**config.mk**
```make
export PLATFORM = sky130hd
export DESIGN_NAME = serial_adder
export DESIGN_NICKNAME = d
export VERILOG_FILES = /design/src/rtl/serial_adder.sv
export SDC_FILE = /design/constraint.sdc
export NUM_CORES = 1
export LEC_CHECK = 0
export BUFFER_PORTS_ARGS = -buffer_cell sky130_fd_sc_hd__buf_2
export CORE_MARGIN = 4
export CORE_UTILIZATION = 45
export CTS_BUF_LIST = sky130_fd_sc_hd__clkbuf_16
export DETAILED_ROUTE_END_ITERATION = 6
export GPL_TIMING_DRIVEN = 0
export PLACE_DENSITY_LB_ADDON = 0.15
export SLEW_MARGIN = 10
export SYNTH_ARGS = -nofsm -noshare
export SYNTH_HDL_FRONTEND = slang
export SYNTH_SLANG_ARGS = --single-unit
export TNS_END_PERCENT = 100
```
**constraint.sdc**
```tcl
create_clock -name clk -period 1.95 [get_ports clk]
set_input_delay 0.2925 -clock clk [delete_from_list [all_inputs] [get_ports clk]]
set_output_delay 0.2925 -clock clk [all_outputs]
set_load 0.005 [all_outputs]
```
**src/rtl/serial_adder.sv**
```systemverilog
// Bit-serial N-bit adder: one full-adder cell plus a registered carry,
// processing operands LSB first and strobing done once the sum is ready.
module serial_adder #(
  parameter int N = 8
) (
  input  logic         clk,
  input  logic         n_reset,
  input  logic         start,
  input  logic [N-1:0] a,
  input  logic [N-1:0] b,
  input  logic         cin,
  output logic         busy,
  output logic         done,
  output logic [N-1:0] sum,
  output logic         cout
);

  localparam int CW = $clog2(N + 1);

  typedef enum logic [1:0] {IDLE, SHIFT, DONE} state_t;

  state_t         state;
  state_t         state_next;
  logic [N-1:0]   a_sh;
  logic [N-1:0]   b_sh;
  logic [N-1:0]   acc;
  logic [N-1:0]   acc_next;
  logic           carry;
  logic           carry_next;
  logic           bit_sum;
  logic           last_bit;
  logic           accept;
  logic [CW-1:0]  count;

  assign bit_sum    = a_sh[0] ^ b_sh[0] ^ carry;
  assign carry_next = (a_sh[0] & b_sh[0]) | (a_sh[0] & carry) | (b_sh[0] & carry);
  assign last_bit   = (count == CW'(N - 1));
  assign accept     = start && ((state == IDLE) || (state == DONE));
  assign busy       = (state == SHIFT);
  assign done       = (state == DONE);

  // Written as a shift plus MSB insert so the N=1 case needs no special slice.
  always_comb begin
    acc_next        = acc >> 1;
    acc_next[N-1]   = bit_sum;
  end

  always_ff @(posedge clk or negedge n_reset) begin
    if (!n_reset) begin
      state <= IDLE;
    end else begin
      state <= state_next;
    end
  end

  always_comb begin
    state_next = state;
    unique case (state)
      IDLE:    if (start) state_next = SHIFT;
      SHIFT:   if (last_bit) state_next = DONE;
      DONE:    state_next = start ? SHIFT : IDLE;
      default: state_next = IDLE;
    endcase
  end

  // Start is only honoured in IDLE/DONE, so operands in flight stay intact.
  always_ff @(posedge clk or negedge n_reset) begin
    if (!n_reset) begin
      a_sh  <= '0;
      b_sh  <= '0;
      acc   <= '0;
      carry <= 1'b0;
      count <= '0;
      sum   <= '0;
      cout  <= 1'b0;
    end else if (accept) begin
      a_sh  <= a;
      b_sh  <= b;
      acc   <= '0;
      carry <= cin;
      count <= '0;
    end else if (state == SHIFT) begin
      a_sh  <= a_sh >> 1;
      b_sh  <= b_sh >> 1;
      acc   <= acc_next;
      carry <= carry_next;
      count <= count + CW'(1);
      if (last_bit) begin
        sum  <= acc_next;
        cout <= carry_next;
      end
    end
  end

endmodule

```
==> metrics.cfg, run 1 <==
[power_and_ir_drop]
intPower_mw = 2.393
p_sw_share_pct = 30.68
combPwrFrac_pct = 33.6
leakagePower_nw = 1.039
vdd_drop_max_mv = 0.9042
power_density_nw_per_um2 = 1717
seqPwrFrac_pct = 40.0
finalPower_mw = 3.451
switchingPower_mw = 1.059
p_clk_share_pct = 26.4

[die]
die_w_um = 68.26
core_region_area_um2 = 3416
die_h_um = 68.26
dieArea_um2 = 4659
io_pins = 31
rows = 21
initial_utilization_pct = 47.84

[routing]
drt-wirelength-per-cell_um = 14.01
drc_errors = 0
via_per_inst = 5.085
ant_nets = 0
drtIter0Drc = 43
finalWirelength_um = 2957
firstDrtPassIters = 4
vias = 1073

[clock_network]
clk_pin_slew_worst_paths_ns = 0.06
insertion_delay_ns = 0.28
post_cts_resize_count = 0
cts_buffer_depth = 2
cts_tree = yes
cts.sinks = 39
cts_root_buf = clkbuf_16
numCtsBuffers = 5
hold_buffers = 0
cts_setup_buffers = 0
h-tree-depth = 2

[global_routing]
grt_first_pass_wirelength_um = 5140
grt_pass1_vias = 1135
grt_max_degree = 40
grt-ovfl-total = 0
antenna_found_initial = 0
grt_usage_pct = 15.20

[timing]
setup_violations = 0
fin_ws_ns = 0.2208
tns_ns = 0
hold_violations = 0
hold_ws_ns = 0.1106
min_period_ns = 1.729
grt_setup_unrepaired = false
slew_headroom_pct = 44.93
max_freq_mhz = 578.3
fin_crit_sh_pct = 88.67
clock_skew_ns = 0.006734
maxSlewViolCount = 0
worstMarginPinSlew_ns = 0.8261

[synth]
synth-seq-cells = 39
syn_inst = 127
synthTopCellsByArea = dfrtp_1 60%, a22o_1 7.5%, mux2i_1 7.4%
synth_top_area_cell = dfrtp_1
ys_seq_area_share_pct = 59.72
ys_types = 20
synthesis.nets = 149
syn_avg_cell_area_um2 = 12.87
syn-cell-area_um2 = 1634
synth_top_area_share_pct = 59.72
ys_warn_count = 0

[worst_setup_path]
rr_worst_depth = 5
critPathLaunchType = register
end_kind = primary output
worstPathMaxFanout = 10
crit_required_ns = 1.66
critPathKind = register to primary output
cp.arrival_ns = 1.44

[finish]
nNetsFinal = 186
final_cell_mix = 39 x dfrtp_1, 33 x buf_2, 16 x nand2_1
final_cell_area_um2 = 2011
drive_gt1_share_pct = 34.55
final_common_cell = dfrtp_1
syn_to_final_growth_pct = 23.05
n_antenna_cell = 0
fin_util_pct = 58.86
finalNonFillerCells = 211

[placed_design]
port_buffers = 30
dpl.hpwl_um = 2076
gp_congestion = 0.7855
dp.cells = 203
pre_cts_slack_ns = 0.4212
dpl_cell_area_um2 = 1842

[flow_run]
maxCapViolCount = 0

[hold_path]
hold_path.class = input port to async pin

[outcome]
status = complete, no violations

==> power groups by stage <==
stage / sequential (mW) / clock (mW) / combinational (mW)
CTS: 1.38 / 0.935 / 1.18
detailed placement: 1.39 / 0 / 1.18
floorplan: 1.35 / 0 / 0.871
global placement: 1.37 / 0 / 1.15
global route: 1.43 / 0.977 / 1.32
finish: 1.38 / 0.912 / 1.16
==> cells by family (layout without fill, tap and decap cells) <==
group                      after synthesis  count (layout)  synth area share, %
adders and majority gates                2               2                1.991
AOI/OAI and AO/OA                       31              31                13.48
and+or+nand+nor                         24              24                7.045
xor gates and xnor gates                 1               1               0.5361
muxes                                   22              22                14.24
buffers and inverters                    8              46                2.986
DFF                                     39              39                59.72
==> final cells by class <==
cell class                      instances  area, um^2
Fill cell                             310        1405
Sequential cell                        39       975.9
Multi-Input combinational cell         80       609.3
Timing Repair Buffer                   30       150.1
Clock buffer                            5       125.1
Tap cell                               46       57.56
Buffer                                  8       48.80
Clock inverter                          3       43.79
==> state kept, by name (all words and copies together) (netlist names) <==
| signal | cells |
|---|---|
| a_sh | 8 |
| acc | 7 |
| b_sh | 8 |
| carry | 1 |
| count | 4 |
| cout | 1 |
| state | 2 |
| sum | 8 |
==> metal layers <==
metal | vias to the layer above | global-route usage [%] | wire, um
met5 | - | 0 | 0
met4 | 0 | 8.189 | 53
met3 | 5 | 3.777 | 140
met2 | 23 | 23.23 | 1392
met1 | 521 | 19.79 | 1371
li1 | 524 | - | -
==> cells in the mapped netlist <==
cell type / number
a21o_1: 5
a21oi_1: 1
a22o_1: 14
and2b_4: 1
buf_2: 3
buf_4: 4
clkbuf_1: 1
dfrtp_1: 39
fa_1: 1
ha_1: 1
mux2_2: 10
mux2i_1: 12
nand2_1: 16
nand2b_1: 1
nand4_1: 1
nor2_1: 2
nor2b_1: 2
nor3b_2: 1
o21ai_0: 11
xnor2_1: 1
==> worst max-delay path, stage by stage (launching register included) <==
cell and delay (ns):
dfrtp_1 0.37, and2b_4 0.27, buf_4 0.19, buf_4 0.20, buf_2 0.13
==> worst paths after layout <==
check / slack, ns / endpoint / start
min: 0.11 / state[0]$_DFFE_PN0P_ / n_reset
max: 0.22 / busy / state[1]$_DFFE_PN0P_
min in group clk: 0.22 / b_sh[6]$_DFFE_PN0P_ / b[6]
min reg2reg: 0.48 / a_sh[2]$_DFFE_PN0P_ / a_sh[2]$_DFFE_PN0P_
max in group asynchronous: 1.31 / acc[5]$_DFFE_PN0P_ / n_reset
max reg2reg: 0.41 / sum[3]$_DFFE_PN0P_ / count[0]$_DFFE_PN0P_
Power figures use the tool's default switching activity.
==> inputs of run 2 (changes only) <==
--- a/config.mk
+++ b/config.mk
@@ -5,7 +5,7 @@
 export SDC_FILE = /design/constraint.sdc
 export NUM_CORES = 1
 export LEC_CHECK = 0
-export BUFFER_PORTS_ARGS = -buffer_cell sky130_fd_sc_hd__buf_2
+export BUFFER_PORTS_ARGS = -buffer_cell sky130_fd_sc_hd__clkbuf_2
 export CORE_MARGIN = 4
 export CORE_UTILIZATION = 45
 export CTS_BUF_LIST = sky130_fd_sc_hd__clkbuf_16
==> metrics.cfg, run 2 (synthesis gave the netlist of run 1 again) <==
[global_routing]
antenna_found_initial = 0  ; unchanged
grt_usage_pct = 14.42  ; -0.78 points
grt-ovfl-total = 0  ; unchanged
grt_max_degree = 40  ; unchanged
grt_first_pass_wirelength_um = 4933  ; -4.0%
grt_pass1_vias = 1070  ; -5.7%

[die]
die_w_um = 68.26  ; unchanged
core_region_area_um2 = 3416  ; unchanged
rows = 21  ; unchanged
die_h_um = 68.26  ; unchanged
initial_utilization_pct = 47.84  ; unchanged
dieArea_um2 = 4659  ; unchanged
io_pins = 31  ; unchanged

[routing]
drc_errors = 0  ; unchanged
finalWirelength_um = 2833  ; -4.2%
via_per_inst = 5.043  ; -0.84%
ant_nets = 0  ; unchanged
wl_met3_um = 139  ; -0.71%
wl_met2_um = 1292  ; -7.2%
drt-wirelength-per-cell_um = 13.43  ; -4.2%
wl_met1_um = 1372  ; about the same
firstDrtPassIters = 4  ; unchanged
drtIter0Drc = 63  ; +47%
highest_layer = met4
vias = 1064  ; -0.84%

[hold_path]
hold_path.class = input port to async pin

[timing]
slew_headroom_pct = 37.48  ; -7.4 points
maxSlewViolCount = 0  ; unchanged
tns_ns = 0  ; unchanged
hold_ws_ns = 0.1520  ; +0.04147 ns
max_freq_mhz = 582.4  ; +0.71%
fin_crit_sh_pct = 88.05  ; -0.63 points
setup_violations = 0  ; unchanged
worstMarginPinSlew_ns = 0.9378  ; +0.1117 ns
clock_skew_ns = 0.003238  ; -0.003495 ns
min_period_ns = 1.717  ; -0.01221 ns
fin_ws_ns = 0.2331  ; +0.01221 ns
grt_setup_unrepaired = false
hold_violations = 0  ; unchanged

[finish]
nNetsFinal = 186  ; unchanged
seqCellArea_um2 = 975.9  ; unchanged
final_cell_area_um2 = 1979  ; -1.6%
n_fill_cell = 315  ; +1.6%
multiInputGateArea_um2 = 609.3  ; unchanged
top_regs = a_sh x8, b_sh x8, sum x8
drive_gt1_share_pct = 33.33  ; -1.2 points
final_cell_mix = 39 x dfrtp_1, 30 x clkbuf_2, 16 x nand2_1
syn_to_final_growth_pct = 21.13
finalNonFillerCells = 211  ; unchanged
fin_util_pct = 57.95  ; -0.92 points
n_antenna_cell = 0  ; unchanged
final_common_cell = dfrtp_1

[power_and_ir_drop]
p_sw_share_pct = 31.39  ; +0.71 points
power_density_nw_per_um2 = 1657  ; -3.5%
vdd_drop_max_mv = 1.099  ; +22%
p_clk_share_pct = 22.7  ; -3.7 points
intPower_mw = 2.250  ; -6.0%
finalPower_mw = 3.280  ; -5.0%
switchingPower_mw = 1.029  ; -2.8%
leakagePower_nw = 1.032  ; -0.71%
combPwrFrac_pct = 35.1  ; +1.5 points
seqPwrFrac_pct = 42.2  ; +2.2 points

[worst_setup_path]
end_kind = primary output
critical-path-max-stage-delay_ns = 0.36  ; about the same
cp.arrival_ns = 1.42  ; -0.02 ns
slowest_stage = dfrtp_1
critPathLaunchType = register
critPathKind = register to primary output
cp_top_family = buffers and inverters
path_cells = and2b_4 > buf_4 > buf_4 > clkbuf_2
crit_top_cell = buf_4
critPathBufInv = 3  ; unchanged
crit_required_ns = 1.66  ; about the same
worstPathMaxFanout = 10  ; unchanged

[clock_network]
insertion_delay_ns = 0.27  ; about the same
clk_pin_slew_worst_paths_ns = 0.05  ; about the same
cts_buffer_depth = 2  ; unchanged
cts_root_buf = clkbuf_16
numCtsBuffers = 5  ; unchanged
cts_setup_buffers = 0  ; unchanged
hold_buffers = 0  ; unchanged
cts.sinks = 39  ; unchanged
cts_tree = yes
h-tree-depth = 2  ; unchanged
post_cts_resize_count = 0  ; unchanged

[outcome]
status = complete, no violations

[placed_design]
dp.cells = 203  ; unchanged
pre_cts_slack_ns = 0.4443  ; +0.02315 ns
dpl_cell_area_um2 = 1842  ; unchanged
dpl.hpwl_um = 2029  ; -2.3%
gp_congestion = 0.7866  ; +0.14%
port_buffers = 30  ; unchanged

[flow_run]
maxCapViolCount = 0  ; unchanged

==> run 2: cell count changes in the layout (fill, tap and decap cells not counted) <==
cell / before / now
buf_2: 33 / 3
clkbuf_2: 0 / 30
inv_1: 0 / 2
bufinv_16: 1 / 0
clkinv_4: 1 / 0
==> run 2: metal layers <==
layer	GRT usage [%]	up-vias
li1	-	527
met2	20.70	21
met3	4.105	4
met4	5.211	0
met1	20.68	512
met5	0	-
==> run 2: area by class of cell <==
class | count | share of cell area (%)
Multi-Input combinational cell | 80 | 30.78
Timing Repair Buffer | 30 | 7.585
Sequential cell | 39 | 49.30
Buffer | 8 | 2.465
Clock buffer | 5 | 6.321
Tap cell | 46 | 2.908
Clock inverter | 3 | 0.6321
==> run 2: power groups by stage <==
stage	Clock (mW)	Sequential, mW	Combinational, mW
5_1_grt	0.799	1.43	1.31
2_1_floorplan	0	1.35	0.871
6_report	0.745	1.38	1.15
3_3_place_gp	0	1.38	1.15
3_5_place_dp	0	1.40	1.18
4_1_cts	0.760	1.39	1.17
==> run 2: path summary, 6_finish.rpt <==
path                                       from              endpoint  slack [ns]  depth (start not counted)
setup / recovery           state[1]$_DFFE_PN0P_                  busy        0.23                          4
hold / removal                          n_reset   a_sh[5]$_DFFE_PN0P_        0.15                          1
setup reg to reg           count[0]$_DFFE_PN0P_    sum[4]$_DFFE_PN0P_        0.44                          5
hold reg to reg             a_sh[2]$_DFFE_PN0P_   a_sh[2]$_DFFE_PN0P_        0.48                          1
max in group asynchronous               n_reset  count[1]$_DFFE_PN0P_        1.22                          1
min in group clk                           a[5]   a_sh[5]$_DFFE_PN0P_        0.22                          3
==> inputs of run 3 (changes only) <==
--- a/config.mk
+++ b/config.mk
@@ -12,6 +12,8 @@
 export DETAILED_ROUTE_END_ITERATION = 6
 export GPL_TIMING_DRIVEN = 0
 export PLACE_DENSITY_LB_ADDON = 0.15
+export SETUP_SLACK_MARGIN = 0.3
+export SKIP_LAST_GASP = 1
 export SLEW_MARGIN = 10
 export SYNTH_ARGS = -nofsm -noshare
 export SYNTH_HDL_FRONTEND = slang
==> metrics.cfg, run 3 (synthesis gave the netlist of run 1 again) <==
[outcome]
status = complete, no violations

[routing]
drc_errors = 0  ; unchanged
drtIter0Drc = 75  ; +19%
finalWirelength_um = 2853  ; +0.71%
vias = 1078  ; +1.3%
ant_nets = 0  ; unchanged
via_per_inst = 5.061  ; +0.36%
drt-wirelength-per-cell_um = 13.39  ; -0.24%
firstDrtPassIters = 4  ; unchanged

[clock_network]
clk_pin_slew_worst_paths_ns = 0.05  ; about the same
cts_tree = yes
cts_buffer_depth = 2  ; unchanged
cts.sinks = 39  ; unchanged
h-tree-depth = 2  ; unchanged
hold_buffers = 0  ; unchanged
insertion_delay_ns = 0.27  ; about the same
numCtsBuffers = 5  ; unchanged
cts_root_buf = clkbuf_16

[worst_setup_path]
end_kind = primary output
critPathLaunchType = register
worstPathMaxFanout = 10  ; unchanged
path_cells = and2b_4 > buf_8 > buf_6 > clkbuf_2
crit_required_ns = 1.66  ; about the same
critPathBufInv = 3  ; unchanged
rr_worst_depth = 5  ; unchanged
r2r_slack_ns = 0.43  ; about the same
slowest_stage = dfrtp_1
cp.arrival_ns = 1.27  ; -0.15 ns
critical-path-max-stage-delay_ns = 0.36  ; about the same
critPathKind = register to primary output
timing.rr.end = sum[4]$_DFFE_PN0P_
rr_startpoint = count[0]$_DFFE_PN0P_
cp_top_family = flip-flops

[global_routing]
grt_max_degree = 40  ; unchanged
grt_pass1_vias = 1070  ; unchanged
antenna_found_initial = 0  ; unchanged
grt-ovfl-total = 0  ; unchanged
grt_usage_pct = 14.45  ; +0.035 points
grt_first_pass_wirelength_um = 4947  ; +0.28%

[placed_design]
dpl_cell_area_um2 = 1842  ; unchanged
dpl.hpwl_um = 2029  ; unchanged
port_buffers = 30  ; unchanged
dp.cells = 203  ; unchanged
gp_congestion = 0.7866  ; unchanged

[power_and_ir_drop]
power_density_nw_per_um2 = 1668  ; +0.66%
intPower_mw = 2.302  ; +2.3%
seqPwrFrac_pct = 41.4  ; -0.8 points
leakagePower_nw = 1.045  ; +1.3%
switchingPower_mw = 1.043  ; +1.3%
combPwrFrac_pct = 36.5  ; +1.4 points
p_clk_share_pct = 22.2  ; -0.5 points
finalPower_mw = 3.345  ; +2.0%
p_sw_share_pct = 31.18  ; -0.20 points
vdd_drop_max_mv = 1.100  ; +0.10%

[finish]
top_regs = a_sh x8, b_sh x8, sum x8
final_cell_mix = 39 x dfrtp_1, 30 x clkbuf_2, 16 x nand2_1
final_common_cell = dfrtp_1
n_fill_cell = 313  ; -0.63%
syn_to_final_growth_pct = 22.74
nNetsFinal = 188  ; +1.1%
n_antenna_cell = 0  ; unchanged
final_cell_area_um2 = 2006  ; +1.3%
finalNonFillerCells = 213  ; +0.95%
drive_gt1_share_pct = 34.13  ; +0.80 points

[die]
rows = 21  ; unchanged
die_w_um = 68.26  ; unchanged
io_pins = 31  ; unchanged
dieArea_um2 = 4659  ; unchanged
die_h_um = 68.26  ; unchanged
core_region_area_um2 = 3416  ; unchanged
initial_utilization_pct = 47.84  ; unchanged

[timing]
setup_violations = 0  ; unchanged
maxSlewViolCount = 0  ; unchanged
hold_violations = 0  ; unchanged
grt_setup_unrepaired = false
tns_ns = 0  ; unchanged
worstMarginPinSlew_ns = 0.9407  ; +0.002860 ns
min_period_ns = 1.566  ; -0.1507 ns
slew_headroom_pct = 37.29  ; -0.19 points
fin_crit_sh_pct = 80.32  ; -7.7 points
hold_ws_ns = 0.1492  ; -0.002795 ns
clock_skew_ns = 0.002614  ; -0.0006245 ns
max_freq_mhz = 638.5  ; +9.6%

[hold_path]
hold_path.class = input port to async pin

[flow_run]
maxCapViolCount = 0  ; unchanged

## run 3: power groups by stage
| stage | logic (mW) | clock network, mW | registers (mW) |
|---|---|---|---|
| finish | 1.22 | 0.741 | 1.38 |
| CTS | 1.19 | 0.760 | 1.39 |
| global route | 1.38 | 0.799 | 1.43 |
| floorplan | 0.871 | 0 | 1.35 |
| global placement | 1.15 | 0 | 1.38 |
| detailed placement | 1.18 | 0 | 1.40 |
## run 3: stage by stage
step | setup WS [ns] | util (%)
final | 0.3838 | 58.72
after CTS | 0.3048 | 58.17
after floorplan | 0.5577 | -
after global routing | 0.3194 | 58.72
after detailed placement | 0.4443 | 53.92
after global placement | 0.4622 | 53.92
## run 3: how the worst max path moves through the flow
stage / from / endpoint / slack (ns) / cells past startpoint
2_1_floorplan: count[0]$_DFFE_PN0P_ / cout$_DFFE_PN0P_ / 0.56 / 5
3_3_place_gp: count[0]$_DFFE_PN0P_ / sum[6]$_DFFE_PN0P_ / 0.46 / 5
3_5_place_dp: count[0]$_DFFE_PN0P_ / sum[4]$_DFFE_PN0P_ / 0.44 / 5
4_1_cts: state[1]$_DFFE_PN0P_ / busy / 0.30 / 4
5_1_grt: state[1]$_DFFE_PN0P_ / busy / 0.32 / 4
6_report: state[1]$_DFFE_PN0P_ / busy / 0.38 / 4
## run 3: routing by layer
layer  up-vias  share of wire (%)  global-route usage [%]  wire (um)
met4         0                1.3                   5.211         37
met5         -                  0                       0          0
li1        532                  -                       -          -
met2        23                 46                   20.58       1309
met3         5                5.1                   4.105        146
met1       518                 48                   20.89       1361
## run 3: layout make-up
type	instances	area [um^2]	area share [%]
plain buffers	8	60.06	2.994
clock buffers	5	125.1	6.238
clock inverters	3	12.51	0.6238
multi-input cells	80	609.3	30.38
flip-flops and latches	39	975.9	48.66
well taps	46	57.56	2.870
repair buffers	32	165.2	8.235
## run 3: what timing repair did
item	in CTS	in global routing
buffers inserted	0	2
gates resized for setup	2	1
gates cloned	0	0
endpoints found under the setup margin	1	1
